## src/rtl/systolic_conv_ctrl_pkg.sv

```systemverilog
// Shared tile geometry and controller state encoding for the 4x4 / 3x3 systolic
// convolution controller.
package systolic_conv_ctrl_pkg;

  localparam int IMG_N   = 4;
  localparam int K       = 3;
  localparam int OUT_N   = 2;
  localparam int TAPS    = K * K;
  localparam int WINDOWS = OUT_N * OUT_N;
  localparam int IMG_SZ  = IMG_N * IMG_N;
  localparam int FLT_SZ  = K * K;

  typedef enum logic [2:0] {
    IDLE,
    LOAD_IMG,
    LOAD_FLT,
    RUN,
    DRAIN,
    OUT
  } state_e;

endpackage

```

## src/rtl/systolic_conv_addr_gen.sv

```systemverilog
// Maps the (window, tap) issue counters onto image and filter buffer indices
// and flags the first and last tap of each window.
module systolic_conv_addr_gen
  import systolic_conv_ctrl_pkg::*;
(
  input  logic [1:0] win,
  input  logic [3:0] tap,
  output logic [3:0] img_idx,
  output logic [3:0] flt_idx,
  output logic       tap_first,
  output logic       tap_last
);

  logic [1:0] ti;
  logic [1:0] tj;
  logic [1:0] row;
  logic [1:0] col;

  always_comb begin
    ti = 2'd0;
    tj = 2'd0;
    case (tap)
      4'd1: tj = 2'd1;
      4'd2: tj = 2'd2;
      4'd3: ti = 2'd1;
      4'd4: begin ti = 2'd1; tj = 2'd1; end
      4'd5: begin ti = 2'd1; tj = 2'd2; end
      4'd6: ti = 2'd2;
      4'd7: begin ti = 2'd2; tj = 2'd1; end
      4'd8: begin ti = 2'd2; tj = 2'd2; end
      default: begin ti = 2'd0; tj = 2'd0; end
    endcase
  end

  // Window index bit 1 is the output row, bit 0 the output column.
  assign row       = {1'b0, win[1]} + ti;
  assign col       = {1'b0, win[0]} + tj;
  assign img_idx   = {row, col};
  assign flt_idx   = tap;
  assign tap_first = (tap == 4'd0);
  assign tap_last  = (tap == 4'(TAPS - 1));

endmodule

```

## src/rtl/systolic_conv_ctrl.sv

```systemverilog
// Loads a 4x4 tile and 3x3 filter, issues 36 MAC operand pairs to an external PE,
// gathers the four window results and streams them out.
module systolic_conv_ctrl
  import systolic_conv_ctrl_pkg::*;
#(
  parameter int DATA_W = 8
) (
  input  logic              clk,
  input  logic              rst,
  input  logic              in_valid,
  output logic              in_ready,
  input  logic [DATA_W-1:0] in_data,
  output logic              pe_valid,
  output logic [DATA_W-1:0] pe_a,
  output logic [DATA_W-1:0] pe_b,
  output logic              pe_first,
  output logic              pe_last,
  input  logic              pe_sum_valid,
  input  logic [DATA_W-1:0] pe_sum,
  output logic              out_valid,
  input  logic              out_ready,
  output logic [DATA_W-1:0] out_data,
  output logic              out_last,
  output logic              busy
);

  // Handshake: a beat moves on either stream only in a cycle where valid and
  // ready are both high; valid never depends on ready, and out_valid/out_data
  // hold until accepted.

  state_e            state_q, state_d;
  logic [4:0]        load_cnt_q, load_cnt_d;
  logic [1:0]        win_q, win_d;
  logic [3:0]        tap_q, tap_d;
  logic [2:0]        res_cnt_q, res_cnt_d;
  logic [1:0]        out_idx_q, out_idx_d;
  logic [DATA_W-1:0] img_q [IMG_SZ];
  logic [DATA_W-1:0] img_d [IMG_SZ];
  logic [DATA_W-1:0] flt_q [FLT_SZ];
  logic [DATA_W-1:0] flt_d [FLT_SZ];
  logic [DATA_W-1:0] res_q [WINDOWS];
  logic [DATA_W-1:0] res_d [WINDOWS];
  logic              pe_valid_q, pe_valid_d;
  logic              pe_first_q, pe_first_d;
  logic              pe_last_q, pe_last_d;
  logic [DATA_W-1:0] pe_a_q, pe_a_d;
  logic [DATA_W-1:0] pe_b_q, pe_b_d;

  logic [3:0] img_idx;
  logic [3:0] flt_idx;
  logic       tap_first;
  logic       tap_last;
  logic       in_beat;
  logic       capture;
  logic       issue;

  systolic_conv_addr_gen u_addr_gen (
    .win       (win_q),
    .tap       (tap_q),
    .img_idx   (img_idx),
    .flt_idx   (flt_idx),
    .tap_first (tap_first),
    .tap_last  (tap_last)
  );

  assign in_ready = (state_q == IDLE) || (state_q == LOAD_IMG) || (state_q == LOAD_FLT);
  assign in_beat  = in_valid && in_ready;
  assign capture  = pe_sum_valid && ((state_q == RUN) || (state_q == DRAIN)) &&
                    (res_cnt_q != 3'(WINDOWS));

  always_comb begin
    state_d    = state_q;
    load_cnt_d = load_cnt_q;
    win_d      = win_q;
    tap_d      = tap_q;
    res_cnt_d  = res_cnt_q;
    out_idx_d  = out_idx_q;
    img_d      = img_q;
    flt_d      = flt_q;
    res_d      = res_q;
    pe_valid_d = 1'b0;
    pe_first_d = 1'b0;
    pe_last_d  = 1'b0;
    pe_a_d     = pe_a_q;
    pe_b_d     = pe_b_q;
    issue      = 1'b0;

    if (capture) begin
      res_d[res_cnt_q[1:0]] = pe_sum;
      res_cnt_d             = res_cnt_q + 3'd1;
    end

    unique case (state_q)
      IDLE: begin
        if (in_beat) begin
          img_d[0]   = in_data;
          load_cnt_d = 5'd1;
          state_d    = LOAD_IMG;
        end
      end
      LOAD_IMG: begin
        if (in_beat) begin
          img_d[load_cnt_q[3:0]] = in_data;
          load_cnt_d             = load_cnt_q + 5'd1;
          if (load_cnt_q == 5'(IMG_SZ - 1)) state_d = LOAD_FLT;
        end
      end
      LOAD_FLT: begin
        // Beats 16..24 land on filter slots 0..8, i.e. the low four count bits.
        if (in_beat) begin
          flt_d[load_cnt_q[3:0]] = in_data;
          if (load_cnt_q == 5'(IMG_SZ + FLT_SZ - 1)) begin
            load_cnt_d = 5'd0;
            state_d    = RUN;
            issue      = 1'b1;
          end else begin
            load_cnt_d = load_cnt_q + 5'd1;
          end
        end
      end
      RUN: begin
        // Counters point at the next pair; wrapping to (0,0) means all 36 went out.
        if (win_q == 2'd0 && tap_q == 4'd0) state_d = DRAIN;
        else                                issue   = 1'b1;
      end
      DRAIN: begin
        if (res_cnt_d == 3'(WINDOWS)) state_d = OUT;
      end
      OUT: begin
        if (out_ready) begin
          out_idx_d = out_idx_q + 2'd1;
          if (out_idx_q == 2'(WINDOWS - 1)) begin
            state_d   = IDLE;
            res_cnt_d = 3'd0;
          end
        end
      end
      default: state_d = IDLE;
    endcase

    if (issue) begin
      pe_valid_d = 1'b1;
      pe_a_d     = img_q[img_idx];
      pe_b_d     = flt_q[flt_idx];
      pe_first_d = tap_first;
      pe_last_d  = tap_last;
      if (tap_last) begin
        tap_d = 4'd0;
        win_d = win_q + 2'd1;
      end else begin
        tap_d = tap_q + 4'd1;
      end
    end
  end

  always_ff @(posedge clk or posedge rst) begin
    if (rst) begin
      state_q    <= IDLE;
      load_cnt_q <= '0;
      win_q      <= '0;
      tap_q      <= '0;
      res_cnt_q  <= '0;
      out_idx_q  <= '0;
      pe_valid_q <= 1'b0;
      pe_first_q <= 1'b0;
      pe_last_q  <= 1'b0;
      pe_a_q     <= '0;
      pe_b_q     <= '0;
      for (int k = 0; k < IMG_SZ; k++)  img_q[k] <= '0;
      for (int k = 0; k < FLT_SZ; k++)  flt_q[k] <= '0;
      for (int k = 0; k < WINDOWS; k++) res_q[k] <= '0;
    end else begin
      state_q    <= state_d;
      load_cnt_q <= load_cnt_d;
      win_q      <= win_d;
      tap_q      <= tap_d;
      res_cnt_q  <= res_cnt_d;
      out_idx_q  <= out_idx_d;
      pe_valid_q <= pe_valid_d;
      pe_first_q <= pe_first_d;
      pe_last_q  <= pe_last_d;
      pe_a_q     <= pe_a_d;
      pe_b_q     <= pe_b_d;
      img_q      <= img_d;
      flt_q      <= flt_d;
      res_q      <= res_d;
    end
  end

  assign pe_valid  = pe_valid_q;
  assign pe_first  = pe_first_q;
  assign pe_last   = pe_last_q;
  assign pe_a      = pe_a_q;
  assign pe_b      = pe_b_q;
  assign out_valid = (state_q == OUT);
  assign out_data  = (state_q == OUT) ? res_q[out_idx_q] : '0;
  assign out_last  = (state_q == OUT) && (out_idx_q == 2'(WINDOWS - 1));
  assign busy      = (state_q != IDLE);

endmodule

```

## config.mk

```make
export PLATFORM = sky130hd
export DESIGN_NAME = systolic_conv_ctrl
export DESIGN_NICKNAME = d
export VERILOG_FILES = /design/src/rtl/systolic_conv_ctrl_pkg.sv /design/src/rtl/systolic_conv_addr_gen.sv /design/src/rtl/systolic_conv_ctrl.sv
export SDC_FILE = /design/constraint.sdc
export NUM_CORES = 1
export LEC_CHECK = 0
export CORE_ASPECT_RATIO = 0.75
export CORE_MARGIN = 2
export CORE_UTILIZATION = 39
export CTS_CLUSTER_SIZE = 24
export DETAILED_ROUTE_END_ITERATION = 16
export PLACE_DENSITY = 0.59
export SYNTH_ARGS = -nofsm -noshare
export SYNTH_HDL_FRONTEND = slang
export SYNTH_SLANG_ARGS = --single-unit
export TNS_END_PERCENT = 1
```

## constraint.sdc

```tcl
create_clock -name clk -period 10 [get_ports clk]
set_input_delay 1.5 -clock clk [delete_from_list [all_inputs] [get_ports clk]]
set_output_delay 1.5 -clock clk [all_outputs]
set_load 0.01 [all_outputs]
```

==> results of run 1 <==
cells by family (layout without fill, tap and decap cells):
logic type,after synthesis,count (layout),synth area share [%]
buffers and inverters,87,138,2.82
AND/OR/NAND/NOR,222,222,8.35
flip-flops,270,270,52.3
AO/OA/AOI/OAI,118,118,6.25
adder cells (fa/ha/maj),17,17,1.65
XOR/XNOR,6,6,0.407
multiplexers,292,292,28.2
registers in the layout, indices dropped and copies added (netlist names):
signal / flops
pe_first: 1
pe_b: 8
out_idx_q: 2
state_q: 3
pe_a: 8
pe_last: 1
res_cnt_q: 3
flt_q: 72
pe_valid: 1
res_q: 32
win_q: 2
img_q: 128
tap_q: 4
load_cnt_q: 5
layer usage:
metal | vias to the layer above | GRT usage, % | wire [microns] | part of all wire, %
met5 | - | 0 | 0 | 0
met4 | 0 | 3.47 | 509 | 1.6
met3 | 39 | 3.99 | 1800 | 5.8
met2 | 207 | 26.6 | 13200 | 43
met1 | 4304 | 27.9 | 15500 | 50
li1 | 3731 | - | - | -
power by group through the flow:
stage	clock, W	combinational [W]	sequential, W
6_report	0.00107	0.00159	0.00176
5_1_grt	0.00115	0.00174	0.00181
3_3_place_gp	0	0.00158	0.00176
3_5_place_dp	0	0.00160	0.00177
4_1_cts	0.00110	0.00160	0.00176
2_1_floorplan	0	0.00123	0.00166
worst max-delay path: cells and delay by family (launching register included):
| kind | cells | cell delay, ps |
|---|---|---|
| AND/OR/NAND/NOR | 2 | 470 |
| buffers and inverters | 2 | 820 |
| flip-flops | 1 | 790 |
per-stage QoR:
step	power (W)	instances	hold slack [ps]	setup slack, ps
after global placement	0.00334	1453	470	5910
after global routing	0.00470	1505	509	5540
after floorplan	0.00290	1012	459	1060
after detailed placement	0.00337	1453	483	5800
after CTS	0.00446	1505	498	5850
final	0.00442	1505	493	5860
cell usage in the layout, fill, tap and decap left out, types with 8 or more instances in the layout:
cell	netlist	routed
a21oi_1	15	15
a31oi_1	13	13
and3_1	18	18
buf_4	5	12
clkbuf_1	48	10
clkbuf_16	0	29
clkbuf_8	0	8
clkdlybuf4s50_1	0	51
dfrtp_1	270	270
ha_1	17	17
inv_1	21	20
mux2_2	229	229
mux2i_1	23	23
mux4_2	33	33
nand2_1	113	113
nand2b_1	9	9
nand3_1	20	20
nor2_1	20	20
nor2b_1	9	9
o21a_1	9	9
o21ai_0	33	33
o221ai_1	9	9
synth_stat cells, types with 5 or more instances:
library cell / number
a41o_1: 6
nor2b_1: 9
nor2_1: 20
and3_1: 18
o22ai_1: 7
o21a_1: 9
dfrtp_1: 270
clkbuf_1: 48
a31oi_1: 13
buf_2: 9
mux2i_1: 23
o221ai_1: 9
mux4_2: 33
mux2_2: 229
ha_1: 17
buf_4: 5
a21oi_1: 15
nand2b_1: 9
nor3_1: 5
nand4_1: 6
inv_1: 21
xnor2_1: 5
o21ai_0: 33
nand3_1: 20
nand2_1: 113
final timing paths:
kind / cells after the start / from / end
worst max-delay path: 4 / state_q[0] / out_last
worst min-delay path: 1 / pe_b[0] / pe_b[0]
worst max register to register: 13 / tap_q[0] / pe_a[1]
worst min register to register: 1 / pe_b[0] / pe_b[0]
max in group asynchronous: 3 / rst / img_q[124]
min in group asynchronous: 2 / rst / res_q[28]
layout make-up:
| cell class | instances | area, sq um | share of cell area (%) |
|---|---|---|---|
| Timing Repair Buffer | 64 | 621 | 4.20 |
| Tap cell | 442 | 553 | 3.74 |
| Inverter | 22 | 90.1 | 0.610 |
| Clock buffer | 47 | 873 | 5.91 |
| Multi-Input combinational cell | 655 | 5800 | 39.3 |
| Clock inverter | 5 | 75.1 | 0.508 |
| Sequential cell | 270 | 6760 | 45.8 |
==> summary.md, run 1 <==
| Metric | Value |
|---|---|
| Status | finished clean |
| RSZ-0062 raised after global routing | false |
| Drt first pass iters | 5 |
| Setup_tns | 0 ps |
| Combinational power share | between 30% and 40% |
| Internal power | ~0.0029 W |
| First-pass GRT wire length | 49700 microns |
| Req. time, crit path | 8500 ps |
| Cells after Synth | 1012 |
| Die Y | around 160 microns |
| Tightest Pin Transition | about 1200 ps |
| Max-slew violations | 0 |
| I/O Buffers | between 50 and 60 |
| I/O Pins | 52 |
| Post-route cell area | 14800 sq um |
| CP Max Fanout | 22 |
| H-tree levels | 1 |
| Via count | slightly above 8000 |
| Post-synth top flop | dfrtp_1 |
| Yosys cell types | 63 |
| Yosys top cell by area | dfrtp_1 |
| Vias in the first global route | about 8400 |
| IR drop worst, VDD | approximately 0.16 mV |
| Core ar. | between 30000 and 40000 sq um |
| Final Hold Fails | 0 |
| Cell breakdown of the critical path | nor2b_1, buf_4, and3_1, clkdlybuf4s50_1 |
| N_diodes | 0 |
| DRC Markers | 0 |
| Num CTS Buffers | 28 |
| Largest net degree at the start of global routing | approximately 190 |
| Setup CP Type | reg -> out |
| Largest cells by area after synthesis | dfrtp_1 (52%), mux2_2 (20%), mux4_2 (5.8%) |
| GP Congestion | slightly above 0.8 |
| Clock root cell | clkbuf_16 |
| Area after DPL | around 14000 sq um |
| Number of max-cap violations | 0 |
| Post-route ant nets | 0 |
| # fillers | 2958 |
| Worst Skew | roughly 18 ps |
| Cts repair resizes | 0 |
| Rows | 57 |
| Sw Share | around 34% |
| Top-area cell type share of the netlist area | approximately 52% |
| P_sw | about 0.0015 W |
| Initial antenna violation count | 1 |
| Endpoints failing setup | 0 |
| Cell Area, Synth | 12900 sq um |
| DR iter-0 viols | 650 |
| Crit path largest cell delay | ~800 ps |
| Final net count | between 1000 and 1500 |
| Vias per cell | 5.50 |
| Clock power share | 24.3% |
| Minimum clock period | approximately 4100 ps |
| Sequential share of the synthesized area | a little over half |
| Worst Path Arrival | 2640 ps |
| CP Launch Type | flip-flop |
| Mapped Nets | ~1100 |
| Max Fclk | 0.242 GHz |
| Clock latency on the worst-skew pair | between 500 and 600 ps |
| Total track usage | approximately 18% |
| Worst Hold Class | reg -> reg |
| Number of synthesized flops with an enable pin | 0 |
| Mean Syn Cell Area | roughly 13 sq um |
| Reg-to-reg setup timing slack | 5880 ps |
| Share of power burned in registers | 39.7% |
| Initial Util | 39.7% |
| DP HPWL | roughly 20000 microns |
| Cts hold-fix bufs | 0 |
| Synth Warn # | 0 |
| End-of-flow core utilization | 45.4% |
| Worst path slowest cell | dfrtp_1 |
| Die ar. | 34600 sq um |
| Slew HR | 19.2% |
| GR Overflow Total | 0 |
| CTS tree | done |
| Post-synthesis register bit count | 270 |
| Area growth, synth to finish | 14.4% |
| Tcrit/Tclk final | 41.4% |
| Clock Pin Slew Worst Setup and Hold Paths | 60 ps |
| Clock sink total | between 200 and 300 |
| Pwr Density | between 200 and 300 nW/um^2 |
| Max Root-Sink Buffers | 3 |
| CP endpoint kind | output pin |
| Final WL | ~31000 microns |
| Async S/R FF share, synth | between 90% and 100% |
| Wire per inst | between 20 and 25 microns |
| Post-CTS Repair Setup Buffers | 0 |
| DIE WIDTH | between 200 and 250 microns |
| Leakage | 6.79 nW |
| Share of post-route cells with drive strength above 1 | between 30% and 40% |
Power figures use the tool's default switching activity.
==> run 2, diff against run 1 <==
Settings changed: PLACE_DENSITY 0.59 to 0.61.
Clock period 10 ns to 3.3 ns, I/O delays scaled along.
==> run 2 against run 1 <==
Effect of this change: die area unchanged; core utilization is 0.61 points higher; clock skew increased by 10 ps; non-clock buffer count up 16; clock-buffer cell count decreased by 8; critical path type is now reg -> reg; largest power group unchanged.
==> summary.md, run 2 (synthesis gave the netlist of run 1 again) <==
| Metric | Value |
|---|---|
| Cts hold-fix bufs | 0 |
| Area growth, synth to finish | 15.9% |
| Via count | 8259 |
| Die ar. | roughly 35000 sq um |
| Area of the multi-input gates | just under 6000 sq um |
| IR drop worst, VDD | 0.496 mV |
| Clock latency on the worst-skew pair | 570 ps |
| # fillers | around 3000 |
| Initial Util | between 30% and 40% |
| Max-slew violations | 0 |
| Reg area | a little under 7000 sq um |
| Leakage | a little under 7 nW |
| Tot Pwr | 0.0135 W |
| Max reg flops | approximately 130 |
| GP Congestion | around 0.83 |
| Num CTS Buffers | 27 |
| Worst Path Arrival | between 3000 and 4000 ps |
| Clock Pin Slew Worst Setup and Hold Paths | about 60 ps |
| Final net count | 1094 |
| Reg-to-reg setup timing slack | roughly 160 ps |
| Minimum clock period | approximately 3100 ps |
| Worst Hold Class | in -> async |
| Final WL | approximately 30000 microns |
| Vias per cell | around 5.4 |
| GR Overflow Total | 0 |
| Drt first pass iters | 5 |
| Clock root cell | clkbuf_16 |
| Setup_tns | 0 ps |
| I/O Pins | 52 |
| Hold WS | ~390 ps |
| Initial antenna violation count | 0 |
| DIE WIDTH | ~210 microns |
| Tcrit/Tclk final | 95.1% |
| CP Max Fanout | 36 |
| RR Startpoint | tap_q[0] |
| Post-CTS Repair Setup Buffers | 0 |
| DRC Markers | 0 |
| Endpoints failing setup | 0 |
| Tightest Pin Transition | 1070 ps |
| Max Fclk | about 0.32 GHz |
| Wire per inst | around 20 microns |
| Worst Skew | approximately 28 ps |
| Share of post-route cells with drive strength above 1 | 33.1% |
| Vias in the first global route | approximately 8400 |
| Total track usage | roughly 18% |
| DP HPWL | 19800 microns |
| RSZ-0062 raised after global routing | true |
| CTS tree | done |
| Reg2reg path depth | 13 |
| Post-route ant nets | 0 |
| Biggest regs | img_q (128), flt_q (72), res_q (32) |
| CP startpoint | tap_q[0] |
| Setup CP Type | reg -> reg |
| Reg-to-reg endpoint | pe_a[6] |
| Commonest non-fill, non-tap cell in the layout | dfrtp_1 |
| First-pass GRT wire length | approximately 49000 microns |
| End-of-flow core utilization | a little under half |
| Pwr Density | approximately 900 nW/um^2 |
| Slew HR | around 28% |
| CP endpoint kind | flip-flop |
| Dpl cells | between 1000 and 1500 |
| Rows | 57 |
| Commonest cells after routing, fill and taps aside | dfrtp_1 (270), mux2_2 (229), nand2_1 (113), clkdlybuf4s50_1 (51) |
| Status | finished clean |
| Register name with the most flops | img_q |
| Clock sink total | 270 |
| Die Y | roughly 160 microns |
| Max Root-Sink Buffers | 3 |
| Largest net degree at the start of global routing | just under 80 |
| N_diodes | 0 |
| H-tree levels | 1 |
| DR iter-0 viols | approximately 550 |
| Req. time, crit path | 3740 ps |
| Core ar. | around 33000 sq um |
| Final Non-Filler Cells | roughly 1500 |
| Final Hold Fails | 0 |
| Number of max-cap violations | 0 |
| I/O Buffers | between 50 and 60 |
| CP Launch Type | flip-flop |
==> run 2: cell count changes in the layout (fill, tap and decap cells not counted), moves of 2 or more <==
| cell | previous run | this run |
|---|---|---|
| clkinv_2 | 3 | 6 |
| clkbuf_16 | 29 | 27 |
| clkinvlp_4 | 0 | 3 |
| buf_4 | 12 | 22 |
| clkbuf_1 | 10 | 4 |
| buf_12 | 1 | 7 |
==> run 2: worst max-delay path, stage by stage, from the launching register on <==
cell	delay, ps
dfrtp_1	390
inv_1	100
ha_1	280
nand2b_1	190
o22ai_1	120
nor2_1	60
ha_1	240
and2_1	210
a22o_1	280
a21oi_4	140
buf_12	240
mux2i_1	390
o21ai_0	150
a41o_1	210
==> run 2: how the worst max path moves through the flow <==
stage                              to  slack (ps)
after floorplan              flt_q[0]        -760
after global placement        pe_a[0]         260
after detailed placement      pe_a[0]         180
after CTS                 out_data[2]         130
after global routing          pe_a[1]        -0.5
final                         pe_a[6]         160
==> run 2: per-stage QoR <==
stage	instance area (sq um)	worst slack, ps
floorplan	12900	-762
global placement	14000	262
detailed placement	14000	180
CTS	14900	133
global route	15000	-0.505
finish	15000	161
==> run 2: per-layer routing <==
metal / share of wire, % / vias up / GRT usage, %
met2: 43 / 207 / 26.3
met1: 50 / 4270 / 27.3
met5: 0 / - / 0
li1: - / 3747 / -
met3: 4.8 / 35 / 3.50
met4: 1.8 / 0 / 3.66
==> run 2: timing repair <==
| item | 4_1_cts | 5_1_grt |
|---|---|---|
| setup endpoints to repair | 0 | 2 |
| hold endpoints to repair | 0 | 0 |
| resized for setup | 0 | 5 |
==> run 2: layout make-up <==
type                    count  share of cell area [%]
flip-flops and latches    270                    45.1
clock inverters            11                   0.836
well taps                 442                    3.70
multi-input cells         655                    38.9
repair buffers             80                    5.45
clock buffers              39                    5.35
inverters                  22                   0.577
==> run 2: power by group <==
| part | switching, W | total, W | internal, W |
|---|---|---|---|
| clock | 0.00135 | 0.00320 | 0.00185 |
| combinational | 0.00250 | 0.00508 | 0.00258 |
| sequential | 0.000740 | 0.00524 | 0.00450 |
